--- config.mk ---
export PLATFORM = sky130hd
export DESIGN_NAME = vga_txt_scroll_ctl
export DESIGN_NICKNAME = d
export VERILOG_FILES = /design/src/rtl/vga_txt_scroll_ctl_pkg.sv /design/src/rtl/vga_txt_scroll_ctl_axil_single_beat.sv /design/src/rtl/vga_txt_scroll_ctl.sv
export SDC_FILE = /design/constraint.sdc
export NUM_CORES = 1
export LEC_CHECK = 0
export BUFFER_PORTS_ARGS = -buffer_cell sky130_fd_sc_hd__buf_4
export CAP_MARGIN = 20
export CORE_ASPECT_RATIO = 2
export CORE_MARGIN = 5
export CORE_UTILIZATION = 53
export CTS_CLUSTER_DIAMETER = 120
export CTS_CLUSTER_SIZE = 40
export DETAILED_ROUTE_END_ITERATION = 16
export PLACE_DENSITY = 0.78
export SKIP_LAST_GASP = 1
export SLEW_MARGIN = 20
export SYNTH_ARGS = -nofsm -noshare
export SYNTH_HDL_FRONTEND = slang
export SYNTH_SLANG_ARGS = --single-unit
--- constraint.sdc ---
create_clock -name S_AXI_ACLK -period 2.5 [get_ports S_AXI_ACLK]
set_clock_uncertainty 0.15 [all_clocks]
set_input_delay 0.625 -clock S_AXI_ACLK [delete_from_list [all_inputs] [get_ports S_AXI_ACLK]]
set_output_delay 0.625 -clock S_AXI_ACLK [all_outputs]
set_load 0.05 [all_outputs]
--- src/rtl/vga_txt_scroll_ctl_pkg.sv ---
// vga_txt_pkg: text-buffer geometry, command opcodes and sequencer states for vga_txt_scroll_ctl.
package vga_txt_pkg;
   localparam logic [9:0] ROW_WORDS       = 10'd20;
   localparam logic [9:0] ROWS            = 10'd30;
   localparam logic [9:0] TOTAL_WORDS     = ROW_WORDS * ROWS;
   localparam logic [9:0] LAST_WORD       = TOTAL_WORDS - 10'd1;
   localparam logic [9:0] SCROLL_SRC_LAST = TOTAL_WORDS - ROW_WORDS - 10'd1;
   localparam logic [1:0] OP_CLEAR        = 2'b00;
   localparam logic [1:0] OP_SCROLL_UP    = 2'b01;
   localparam logic [1:0] AXI_RESP_OKAY   = 2'b00;
   typedef enum logic [2:0] {S_IDLE, S_RD_REQ, S_RD_WAIT, S_WR_REQ, S_WR_RESP, S_DONE} state_e;
endpackage

--- src/rtl/vga_txt_scroll_ctl_axil_single_beat.sv ---
// axil_single_beat: one AXI4-Lite write (AW/W/B) or read (AR/R) per start pulse; ack on the final handshake.
module axil_single_beat
   import vga_txt_pkg::*;
#(
   parameter int AW = 12
) (
   input  logic          clk,
   input  logic          rst_n,
   input  logic          start,
   input  logic          rw,
   input  logic [AW-1:0] addr,
   input  logic [31:0]   wdata,
   output logic          ack,
   output logic [31:0]   rdata,
   output logic          resp_err,
   output logic          M_AXI_AWVALID,
   input  logic          M_AXI_AWREADY,
   output logic [AW-1:0] M_AXI_AWADDR,
   output logic [2:0]    M_AXI_AWPROT,
   output logic          M_AXI_WVALID,
   input  logic          M_AXI_WREADY,
   output logic [31:0]   M_AXI_WDATA,
   output logic [3:0]    M_AXI_WSTRB,
   input  logic          M_AXI_BVALID,
   output logic          M_AXI_BREADY,
   input  logic [1:0]    M_AXI_BRESP,
   output logic          M_AXI_ARVALID,
   input  logic          M_AXI_ARREADY,
   output logic [AW-1:0] M_AXI_ARADDR,
   output logic [2:0]    M_AXI_ARPROT,
   input  logic          M_AXI_RVALID,
   output logic          M_AXI_RREADY,
   input  logic [31:0]   M_AXI_RDATA,
   input  logic [1:0]    M_AXI_RRESP
);
   logic aw_q, w_q, b_q, ar_q, r_q;
   logic [AW-1:0] addr_q;
   logic [31:0] wdata_q;
   logic b_hs, r_hs;
   assign b_hs = b_q && M_AXI_BVALID;
   assign r_hs = r_q && M_AXI_RVALID;
   assign ack = b_hs || r_hs;
   assign resp_err = (b_hs && M_AXI_BRESP != AXI_RESP_OKAY) || (r_hs && M_AXI_RRESP != AXI_RESP_OKAY);
   assign rdata = M_AXI_RDATA;
   assign M_AXI_AWVALID = aw_q;
   assign M_AXI_AWADDR = addr_q;
   assign M_AXI_AWPROT = 3'b000;
   assign M_AXI_WVALID = w_q;
   assign M_AXI_WDATA = wdata_q;
   assign M_AXI_WSTRB = 4'b1111;
   assign M_AXI_BREADY = b_q;
   assign M_AXI_ARVALID = ar_q;
   assign M_AXI_ARADDR = addr_q;
   assign M_AXI_ARPROT = 3'b000;
   assign M_AXI_RREADY = r_q;
   always_ff @(posedge clk or negedge rst_n)
      if (!rst_n) begin
         aw_q <= 1'b0;
         w_q <= 1'b0;
         b_q <= 1'b0;
         ar_q <= 1'b0;
         r_q <= 1'b0;
         addr_q <= '0;
         wdata_q <= '0;
      end else begin
         if (start) begin
            addr_q <= addr;
            wdata_q <= wdata;
         end
         aw_q <= start ? rw : aw_q && !M_AXI_AWREADY;
         w_q <= start ? rw : w_q && !M_AXI_WREADY;
         // B phase opens only once both AW and W have been accepted, in whatever order
         b_q <= ((aw_q || w_q) && (!aw_q || M_AXI_AWREADY) && (!w_q || M_AXI_WREADY)) || (b_q && !M_AXI_BVALID);
         ar_q <= start ? !rw : ar_q && !M_AXI_ARREADY;
         r_q <= (ar_q && M_AXI_ARREADY) || (r_q && !M_AXI_RVALID);
      end
endmodule

--- src/rtl/vga_txt_scroll_ctl.sv ---
// vga_txt_scroll_ctl: CLEAR / SCROLL_UP sequencer over the 80x30 text buffer via one AXI4-Lite beat at a time.
// Define VGA_TXT_ERR_ABORT_EN to end a command on its first non-OKAY response.
module vga_txt_scroll_ctl
   import vga_txt_pkg::*;
#(
   parameter int C_AXI_ADDR_WIDTH = 12,
   parameter int C_AXI_DATA_WIDTH = 32
) (
   input  logic                        S_AXI_ACLK,
   input  logic                        S_AXI_ARESETN,
   input  logic                        cmd_valid,
   output logic                        cmd_ready,
   input  logic [1:0]                  cmd_op,
   input  logic [7:0]                  cmd_fill,
   output logic                        busy,
   output logic                        done,
   output logic                        err,
   output logic                        M_AXI_AWVALID,
   input  logic                        M_AXI_AWREADY,
   output logic [C_AXI_ADDR_WIDTH-1:0] M_AXI_AWADDR,
   output logic [2:0]                  M_AXI_AWPROT,
   output logic                        M_AXI_WVALID,
   input  logic                        M_AXI_WREADY,
   output logic [C_AXI_DATA_WIDTH-1:0] M_AXI_WDATA,
   output logic [3:0]                  M_AXI_WSTRB,
   input  logic                        M_AXI_BVALID,
   output logic                        M_AXI_BREADY,
   input  logic [1:0]                  M_AXI_BRESP,
   output logic                        M_AXI_ARVALID,
   input  logic                        M_AXI_ARREADY,
   output logic [C_AXI_ADDR_WIDTH-1:0] M_AXI_ARADDR,
   output logic [2:0]                  M_AXI_ARPROT,
   input  logic                        M_AXI_RVALID,
   output logic                        M_AXI_RREADY,
   input  logic [C_AXI_DATA_WIDTH-1:0] M_AXI_RDATA,
   input  logic [1:0]                  M_AXI_RRESP
);
   state_e state_q, state_d;
   logic [9:0] idx_q, idx_d;
   logic [1:0] op_q;
   logic [7:0] fill_q;
   logic [31:0] word_q, wdata, rdata;
   logic err_q, accept, start, rw, ack, resp_err, abort;
   logic [C_AXI_ADDR_WIDTH-1:0] addr;
   assign cmd_ready = state_q == S_IDLE || state_q == S_DONE;
   assign accept = cmd_valid && cmd_ready;
   assign busy = !cmd_ready;
   assign done = state_q == S_DONE;
   assign err = err_q;
`ifdef VGA_TXT_ERR_ABORT_EN
   assign abort = resp_err;
`else
   assign abort = 1'b0;
`endif
   assign start = state_q == S_RD_REQ || state_q == S_WR_REQ;
   assign rw = state_q == S_WR_REQ;
   assign addr = C_AXI_ADDR_WIDTH'({(state_q == S_RD_REQ ? idx_q + ROW_WORDS : idx_q), 2'b00});
   // the bottom row of a scroll and every CLEAR word come from the latched fill byte
   assign wdata = (op_q == OP_CLEAR || idx_q > SCROLL_SRC_LAST) ? {4{fill_q}} : word_q;
   always_comb begin
      state_d = state_q;
      idx_d = idx_q;
      if (cmd_ready) begin
         state_d = S_IDLE;
         if (cmd_valid) begin
            idx_d = '0;
            state_d = cmd_op == OP_CLEAR ? S_WR_REQ : cmd_op == OP_SCROLL_UP ? S_RD_REQ : S_DONE;
         end
      end else if (state_q == S_RD_REQ) state_d = S_RD_WAIT;
      else if (state_q == S_WR_REQ) state_d = S_WR_RESP;
      else if (ack) begin
         if (abort || (state_q == S_WR_RESP && idx_q == LAST_WORD)) state_d = S_DONE;
         else if (state_q == S_RD_WAIT) state_d = S_WR_REQ;
         else begin
            idx_d = idx_q + 10'd1;
            state_d = (op_q == OP_SCROLL_UP && idx_q < SCROLL_SRC_LAST) ? S_RD_REQ : S_WR_REQ;
         end
      end
   end
   always_ff @(posedge S_AXI_ACLK or negedge S_AXI_ARESETN)
      if (!S_AXI_ARESETN) begin
         state_q <= S_IDLE;
         idx_q <= '0;
         op_q <= OP_CLEAR;
         fill_q <= '0;
         word_q <= '0;
         err_q <= 1'b0;
      end else begin
         state_q <= state_d;
         idx_q <= idx_d;
         if (accept) begin
            op_q <= cmd_op;
            fill_q <= cmd_fill;
         end
         if (ack && state_q == S_RD_WAIT) word_q <= rdata;
         err_q <= accept ? 1'b0 : err_q || resp_err;
      end
   axil_single_beat #(.AW(C_AXI_ADDR_WIDTH)) u_axil (
      .clk(S_AXI_ACLK), .rst_n(S_AXI_ARESETN), .start(start), .rw(rw), .addr(addr), .wdata(wdata),
      .ack(ack), .rdata(rdata), .resp_err(resp_err),
      .M_AXI_AWVALID(M_AXI_AWVALID), .M_AXI_AWREADY(M_AXI_AWREADY), .M_AXI_AWADDR(M_AXI_AWADDR),
      .M_AXI_AWPROT(M_AXI_AWPROT), .M_AXI_WVALID(M_AXI_WVALID), .M_AXI_WREADY(M_AXI_WREADY),
      .M_AXI_WDATA(M_AXI_WDATA), .M_AXI_WSTRB(M_AXI_WSTRB), .M_AXI_BVALID(M_AXI_BVALID),
      .M_AXI_BREADY(M_AXI_BREADY), .M_AXI_BRESP(M_AXI_BRESP), .M_AXI_ARVALID(M_AXI_ARVALID),
      .M_AXI_ARREADY(M_AXI_ARREADY), .M_AXI_ARADDR(M_AXI_ARADDR), .M_AXI_ARPROT(M_AXI_ARPROT),
      .M_AXI_RVALID(M_AXI_RVALID), .M_AXI_RREADY(M_AXI_RREADY), .M_AXI_RDATA(M_AXI_RDATA),
      .M_AXI_RRESP(M_AXI_RRESP)
   );
endmodule

# Word level (Yosys, flattened, before mapping)
# Cells that the tools add are included.
dict set report totals {
  regBits 103
  input_bits 54
  output_inout_bits 75
  wordCells 97
}
dict set report classes {
  addsub 2
  order_cmp 2
  n_eq_ne 13
  mux 23
  n_reduce_logical 44
}
# cell n
set op_table {}
lappend op_table {{10-bit two-way mux} 8}
lappend op_table {{32-bit two-way mux} 1}
lappend op_table {{3-bit two-way mux} 8}
lappend op_table {{1-bit logical AND} 16}
lappend op_table {{1-bit logical OR} 11}
lappend op_table {{10-bit by 1-bit adder with 10-bit output (second input constant)} 1}
lappend op_table {{10-bit by 5-bit adder with 10-bit output (second input constant)} 1}
lappend op_table {{10-bit equality test (second input constant)} 1}
lappend op_table {{10-bit > comparator (second input constant)} 1}
lappend op_table {{10-bit < comparator (second input constant)} 1}
lappend op_table {{2-bit != test (second input constant)} 5}
lappend op_table {{1-bit logical NOT} 9}
lappend op_table {{3-bit by 2-bit equality test with 1-bit output (second input constant)} 2}
lappend op_table {{3-bit equality test (second input constant)} 2}
lappend op_table {{6-bit AND reduction} 1}
lappend op_table {{2-bit nonzero test} 3}
lappend op_table {{2-bit by 1-bit equality test with 1-bit output (second input constant)} 2}
lappend op_table {{2-bit logical NOT} 2}
lappend op_table {{1-bit two-way mux} 4}
lappend op_table {{2-bit two-way mux} 2}
lappend op_table {{4-bit nonzero test} 1}
lappend op_table {{3-bit by 1-bit equality test with 1-bit output (second input constant)} 1}
lappend op_table {{3-bit logical NOT} 1}

# Longest topological paths before layout
# Gate-level depths: netlist of run 1.
dict set report logic_depth {
  ltp_word 9
  ltp_mapped 8
  depth_no_buf 7
}

# By module
# From an unflattened synthesis of run 1, not the netlist that was laid out.
dict set report hier_totals {
  cells_unflattened 523
  area_unflattened_um2 5268.8
}
# module n_inst cells_each area_each_um2 seq_area_each_um2
set by_module_without_submodules {}
lappend by_module_without_submodules {vga_txt_scroll_ctl 1 350 2930.3 1401.3}
lappend by_module_without_submodules {axil_single_beat 1 173 2338.5 1226.2}

# Worst setup path after synthesis of run 1
# Ideal clock, no wire load.
dict set report synth_timing {
  path_type {reg2out}
  startpoint {reg state_q[0]}
  endpoint {out busy}
  arrival_time_ns 1.634
  required_time_ns 1.725
  slack_ns 0.091
  stages_incl_launch_ff 5
  path_buffers 1
  path_cell_list {dfrtp_1 -> buf_2 -> xor2_1 -> nor2_2 -> inv_1}
}
dict set report synth_via {
  elab_chain_len 3
  word_cells_on_any_way 4
  classes_between {1 x eq/ne; 3 x reduce/logical}
}
# item line_no
set synth_lines {}
lappend synth_lines {{start, declared} vga_txt_scroll_ctl.sv:38} ;# state_e state_q, state_d;
lappend synth_lines {{start signal, assigned} vga_txt_scroll_ctl.sv:89} ;# state_q <= state_d;
lappend synth_lines {{3-bit equality test or 3-bit logical NOT (tied branches)} vga_txt_scroll_ctl.sv:45} ;# assign cmd_ready = state_q == S_IDLE || state_q == S_DONE;
lappend synth_lines {{1-bit logical OR (*)} vga_txt_scroll_ctl.sv:45}
lappend synth_lines {{via cmd_ready} vga_txt_scroll_ctl.sv:12} ;# output logic cmd_ready,
lappend synth_lines {{1-bit logical NOT (*)} vga_txt_scroll_ctl.sv:47} ;# assign busy = !cmd_ready;
lappend synth_lines {{end, declared} vga_txt_scroll_ctl.sv:15} ;# output logic busy,
# The timed path passes the listed nets; every way through them passes the cells marked *.

# Worst setup path in the final report of run 1
dict set report layout_timing {
  startpoint {reg state_q[0]}
  endpoint {out busy}
}
dict set report layout_via {
  elab_chain_len 3
  word_cells_on_any_way 4
  classes_between {1 x eq/ne; 3 x reduce/logical}
}
# item line_no
set layout_lines {}
lappend layout_lines {{3-bit equality test or 3-bit logical NOT (tied branches)} vga_txt_scroll_ctl.sv:45}
lappend layout_lines {{1-bit logical OR (*)} vga_txt_scroll_ctl.sv:45}
lappend layout_lines {{1-bit logical NOT (*)} vga_txt_scroll_ctl.sv:47}
# Mark *: on every way between the ends. The rest lies on a longest branch, timed or not.

==> results of run 1 <==
==> path summary, 6_finish.rpt <==
kind | from | to | slack (ns) | cells after the start
max | state_q[0] | busy | 0.09 | 4
min | S_AXI_ARESETN | word_q[3] | 0.15 | 2
max reg2reg | idx_q[2] | u_axil.M_AXI_WDATA[16] | 0.19 | 7
min reg2reg | fill_q[6] | fill_q[6] | 0.32 | 2
max in group asynchronous | S_AXI_ARESETN | state_q[2] | 1.60 | 2
min in group S_AXI_ACLK | fill_q[6] | fill_q[6] | 0.32 | 2
==> layout make-up <==
class                   instances  area, um^2
repair buffers                121         933
well taps                     102         128
clock buffers                  10         239
flip-flops and latches        103        2580
clock inverters                 6        91.3
multi-input cells             319        1890
fillers                       740        3000
inverters                       8        30.0
==> cell usage in the layout (no fill, tap or decap), drive strengths merged, types with 5 or more instances in the layout <==
master	instances
a21oi	42
mux2	33
nor2b	9
buf	121
o21ai	55
nand2	94
dfrtp	103
conb	14
nor2	9
xnor2	5
clkbuf	10
inv	9
==> stage by stage <==
stage          total power, uW  setup slack, ns  cells  hold slack [ns]  cell area (um^2)
2_1_floorplan             5360           0.0912    482            0.179              4800
3_3_place_gp              6280            0.230    653            0.302              5530
3_5_place_dp              6400            0.145    653            0.304              5530
4_1_cts                   7960           0.0186    669            0.207              5870
5_1_grt                   8390          0.00241    669            0.207              5890
6_report                  7960           0.0940    669            0.151              5890
==> report_power, final <==
group          internal [uW]  switching (uW)  leakage, uW
sequential              2330             527      0.00131
combinational           1220            2350      0.00134
clock                    908             630     0.000151
total                   4460            3500      0.00279
==> per-layer routing <==
metal  up-vias  global-route usage [%]  routed length, um
li1       1753                       -                  -
met3        34                    5.05                703
met4         0                    10.8                451
met5         -                       0                  0
met2       141                    42.1               7210
met1      1853                    22.7               4080
==> cell families after synthesis <==
logic type	Yosys count	share of synthesized area, %
AND/OR/NAND/NOR	145	14.2
adder cells (fa/ha/maj)	5	1.26
flip-flops	103	54.2
other	2	0.158
multiplexers	34	8.02
AO/OA/AOI/OAI	112	12.9
buffers and inverters	60	7.68
XOR/XNOR	9	1.66
==> worst max-delay path: cells and delay by family, from the launching register on <==
kind,cells,cell delay (ns)
xor gates and xnor gates,1,0.23
buffers and inverters,2,0.31
DFF,1,0.52
and+or+nand+nor,1,0.22
==> timing repair <==
action / CTS / global route
setup endpoints to repair: 1 / 23
resized for setup: 1 / 3
pin swaps: 0 / 0
cloned: 0 / 0
==> sequential cells by signal (all words and copies together), names as in the netlist <==
| signal | flops |
|---|---|
| err | 1 |
| fill_q | 8 |
| idx_q | 10 |
| op_q | 2 |
| state_q | 3 |
| u_axil.M_AXI_ARADDR | 10 |
| u_axil.M_AXI_ARVALID | 1 |
| u_axil.M_AXI_AWVALID | 1 |
| u_axil.M_AXI_BREADY | 1 |
| u_axil.M_AXI_RREADY | 1 |
| u_axil.M_AXI_WDATA | 32 |
| u_axil.M_AXI_WVALID | 1 |
| word_q | 32 |
==> qor.yml, run 1 <==
cts:
  cts_root_buf: "clkbuf_16"
  cts.clk_slew.worst_paths_ns: 0.07
  clock-sinks: 103
  hold_buffers: 0
  clockBufferDepth: 2
  cts_setup_buffers: 0
  cts_buffers: 9
  cts_htree_levels: 3
  clock_latency_ns: 0.35
  cts_tree: "yes"
logic_synthesis:
  synth_top_cell_area_share_pct: 54.2
  yosys.area.top_type: "dfrtp_1"
  synthTopCellsByArea: "dfrtp_1, nand2_1, mux2_2"
  ys_top_cells_by_count: "dfrtp_1, nand2_1, o21ai_0"
  postSynthCellCount: 470
  synth-seq-cells: 103
  synth_most_common_cell: "dfrtp_1"
  synth_top_flop_cell: "dfrtp_1"
  yosysSeqAreaShare_pct: 54.2
  yosys_warnings: 0
  yosysUniqueCellTypes: 50
  syn_area_per_cell_um2: 10.1
  async_reset_ff_share_pct: 100
  netlist_area_um2: 4760
  synth-edff-count: 0
place:
  portBuffers: 114
  gp_congestion: 0.868
  place_hpwl_um: 9180
grt:
  grt_pass1_wl_um: 19300
  grt_pass1_vias: 3916
  antenna_found_initial: 0
  gr-usage-all-layers_pct: 22.3
  grt_start_max_net_pins: 104
  overflow: 0
timing:
  worst-slew-pin-transition_ns: 0.557
  tns_ns: 0
  min_period_over_period_pct: 96.2
  setup_viol: 0
  final-hold-violation-count: 0
  maxSlewViolCount: 0
  slew_headroom_pct: 62.8
  rsz0062_at_grt: "no"
  clock.fmax_ghz: 0.416
  fin_crit_ns: 2.41
cells_and_area:
  syn_to_final_growth_pct: 23.7
  diodes: 0
  layout.nets: 620
  layout-drive-gt1-share_pct: 31.6
  fin_util_pct: 66.2
min_path:
  hold_class: "primary input to async pin"
routing:
  wl_per_cell_um: 18.6
  drtPass1Iterations: 4
  vias_per_cell: 5.65
  ant_nets: 0
  vias: 3781
  drtIter0Drc: 225
  drc: 0
  drt-total-wl_um: 12400
floorplan:
  die_h_um: 144
  core_um2: 8890
  start_util_pct: 53.5
  die_w_um: 77.0
  rows: 49
  ios: 129
  die_area_um2: 11100
pwr:
  irDropWorstVdd_mv: 0.719
  leakage_uw: 0.00279
  power_per_cell_area_nw_per_um2: 1350
status:
  outcome: "complete, no violations"
critical_path:
  crit_path_max_incr_delay_ns: 0.52
  required_ns: 1.73
  worstPathMaxFanout: 9
  worstSetupEndpointType: "output pin"
  cp_slowest_cell: "dfrtp_1"
  crit_path_start_kind: "flop"
  worstSetupPathType: "flop to output pin"
  path_cells: "xor2_2, nor2_4, inv_1, buf_4"
  worst-endpoint-arrival_ns: 1.63
job:
  maxCapViolCount: 0
Note: power is estimated with default switching activity, not from simulation.
==> inputs of run 2 (changes only) <==
==> constraint.sdc (replaced) <==
create_clock -name S_AXI_ACLK -period 2.5 [get_ports S_AXI_ACLK]
set_clock_uncertainty 0.15 [all_clocks]
set_input_delay 0 -clock S_AXI_ACLK [delete_from_list [all_inputs] [get_ports S_AXI_ACLK]]
set_output_delay 0 -clock S_AXI_ACLK [all_outputs]
set_load 0.05 [all_outputs]
==> qor.yml, run 2 (same netlist as run 1, synthesis figures left out) <==
cts:
  cts_buffers: 9  # unchanged
  cts.clk_slew.worst_paths_ns: 0.07  # about the same
  clock-sinks: 103  # unchanged
  clockBufferDepth: 2  # unchanged
  clock_latency_ns: 0.34  # about the same
  ctsResizeCount: 0  # -1
  cts_tree: "yes"
  cts_htree_levels: 3  # unchanged
  cts_root_buf: "clkbuf_16"
floorplan:
  die_h_um: 144  # unchanged
  core_um2: 8890  # unchanged
  die_area_um2: 11100  # unchanged
  ios: 129  # unchanged
  start_util_pct: 53.5  # unchanged
  rows: 49  # unchanged
  die_w_um: 77.0  # unchanged
cells_and_area:
  fin_cells: 727  # +8.7%
  fillers: 626  # -15%
  syn_to_final_growth_pct: 34.6
  most-common-layout-cells: "buf_4, dfrtp_1, nand2_1"
  diodes: 0  # unchanged
  layout-drive-gt1-share_pct: 28.8  # -2.8 points
  final_common_cell: "buf_4"
  layout.nets: 679  # +9.5%
timing:
  slew_headroom_pct: 42.2  # -21 points
  min_period_over_period_pct: 93.4  # -2.9 points
  final-hold-violation-count: 0  # unchanged
  worst-slew-pin-transition_ns: 0.867  # +0.309 ns
  clock.fmax_ghz: 0.428  # +3.1%
  fin_crit_ns: 2.33  # -0.0714 ns
  setup_viol: 0  # unchanged
  tns_ns: 0  # unchanged
  maxSlewViolCount: 0  # unchanged
  rsz0062_at_grt: "no"
grt:
  grt_pass1_wl_um: 21100  # +9.3%
  antenna_found_initial: 0  # unchanged
  grt_start_max_net_pins: 68  # -35%
  grt_pass1_vias: 4161  # +6.3%
  overflow: 0  # unchanged
  gr-usage-all-layers_pct: 24.5  # +2.2 points
critical_path:
  required_ns: 2.58  # +0.85 ns
  path_buf_inv: 2  # unchanged
  crit_path_start_kind: "flop"
  crit_path_max_incr_delay_ns: 0.57  # +0.05 ns
  path_cells: "xor2_1, nor2_2, and2_1, buf_4, a21oi_1, dlygate4sd3_1"
  cp.depth: 6  # +2
  cp_slowest_cell: "dlygate4sd3_1"
  worstPathMaxFanout: 18  # +9
  worstSetupPathType: "flop to flop"
  worstSetupEndpointType: "flop"
  rr_worst_depth: 6  # -1
  worst-endpoint-arrival_ns: 2.41  # +0.78 ns
  crit_family: "buffers and inverters"
routing:
  drt-total-wl_um: 13400  # +7.4%
  wl_per_cell_um: 18.4  # -1.2%
  drtIter0Drc: 310  # +38%
  vias: 4010  # +6.1%
  drtPass1Iterations: 4  # unchanged
  vias_per_cell: 5.52  # -2.4%
  ant_nets: 0  # unchanged
  drc: 0  # unchanged
job:
  maxCapViolCount: 0  # unchanged
place:
  dp.cells: 655  # +0.31%
  gp_congestion: 0.856  # -1.3%
  portBuffers: 114  # unchanged
  place_hpwl_um: 9510  # +3.6%
min_path:
  hold_class: "primary input to async pin"
pwr:
  power_per_cell_area_nw_per_um2: 1250  # -7.5%
  leakage_uw: 0.00303  # +8.6%
  irDropWorstVdd_mv: 0.757  # +5.3%
status:
  outcome: "complete, no violations"
==> run 2: cell types whose count changed in the layout (fill, tap and decap cells not counted), sizes merged <==
cell | before | now
clkbuf | 10 | 13
bufinv | 2 | 1
inv | 9 | 8
dlygate4sd3 | 0 | 54
clkinvlp | 3 | 0
clkinv | 0 | 1
buf | 121 | 126
==> run 2: stage by stage <==
| stage | setup slack (ns) | power, uW | util [%] | cell area, um^2 | hold WS (ns) |
|---|---|---|---|---|---|
| 3_5_place_dp | 0.209 | 6420 | 62.3 | 5540 | -0.000363 |
| 6_report | 0.165 | 8010 | 72.1 | 6410 | 0.133 |
| 2_1_floorplan | 0.335 | 5360 | - | 4800 | -0.446 |
| 4_1_cts | 0.183 | 7960 | 71.8 | 6380 | 0.180 |
| 5_1_grt | 0.0465 | 8470 | 72.1 | 6410 | 0.242 |
| 3_3_place_gp | 0.311 | 6300 | 62.3 | 5540 | -0.00652 |
==> run 2: worst paths after layout <==
kind                                     from                     to  slack [ns]
max in group asynchronous       S_AXI_ARESETN               idx_q[2]        1.31
worst min-delay path            S_AXI_ARESETN  u_axil.M_AXI_WDATA[0]        0.13
min in group S_AXI_ACLK           cmd_fill[1]              fill_q[1]        0.25
worst max register to register     state_q[2]                    err        0.17
worst max-delay path               state_q[2]                    err        0.17
worst min register to register      fill_q[5]              fill_q[5]        0.32
==> run 2: worst reg2reg max path, delay by kind of cell, from the launching register on <==
kind	cells	cell delay, ns
buffers and inverters	2	0.80
DFF	1	0.52
and+or+nand+nor	2	0.43
xor gates and xnor gates	1	0.25
AOI/OAI and AO/OA	1	0.08
==> run 2: area by class of cell <==
cell class / count / area [um^2] / area share [%]
sequential: 103 / 2580 / 40.2
multi-input combinational: 319 / 1860 / 29.1
timing repair buffer: 180 / 1500 / 23.4
clock buffer: 13 / 270 / 4.22
tap: 102 / 128 / 1.99
clock inverter: 2 / 38.8 / 0.605
inverter: 8 / 30.0 / 0.469
==> run 2: power breakdown <==
part	internal (uW)	total (uW)	switching, uW
Combinational	1320	3710	2390
Sequential	2330	2860	526
Clock	855	1450	593
Total	4500	8010	3510
==> run 2: per-layer routing <==
metal / routed length, um / vias up / GRT usage [%]
met3: 659 / 33 / 5.17
met4: 588 / 0 / 12.8
li1: - / 1865 / -
met5: 0 / - / 0
met1: 4360 / 1978 / 24.6
met2: 7750 / 134 / 46.4
==> run 2: what timing repair did <==
action                                  CTS  global route
hold buffers                             54             0
endpoints found under the hold margin   114             0
setup buffers                             0             3
endpoints found under the setup margin    0             5
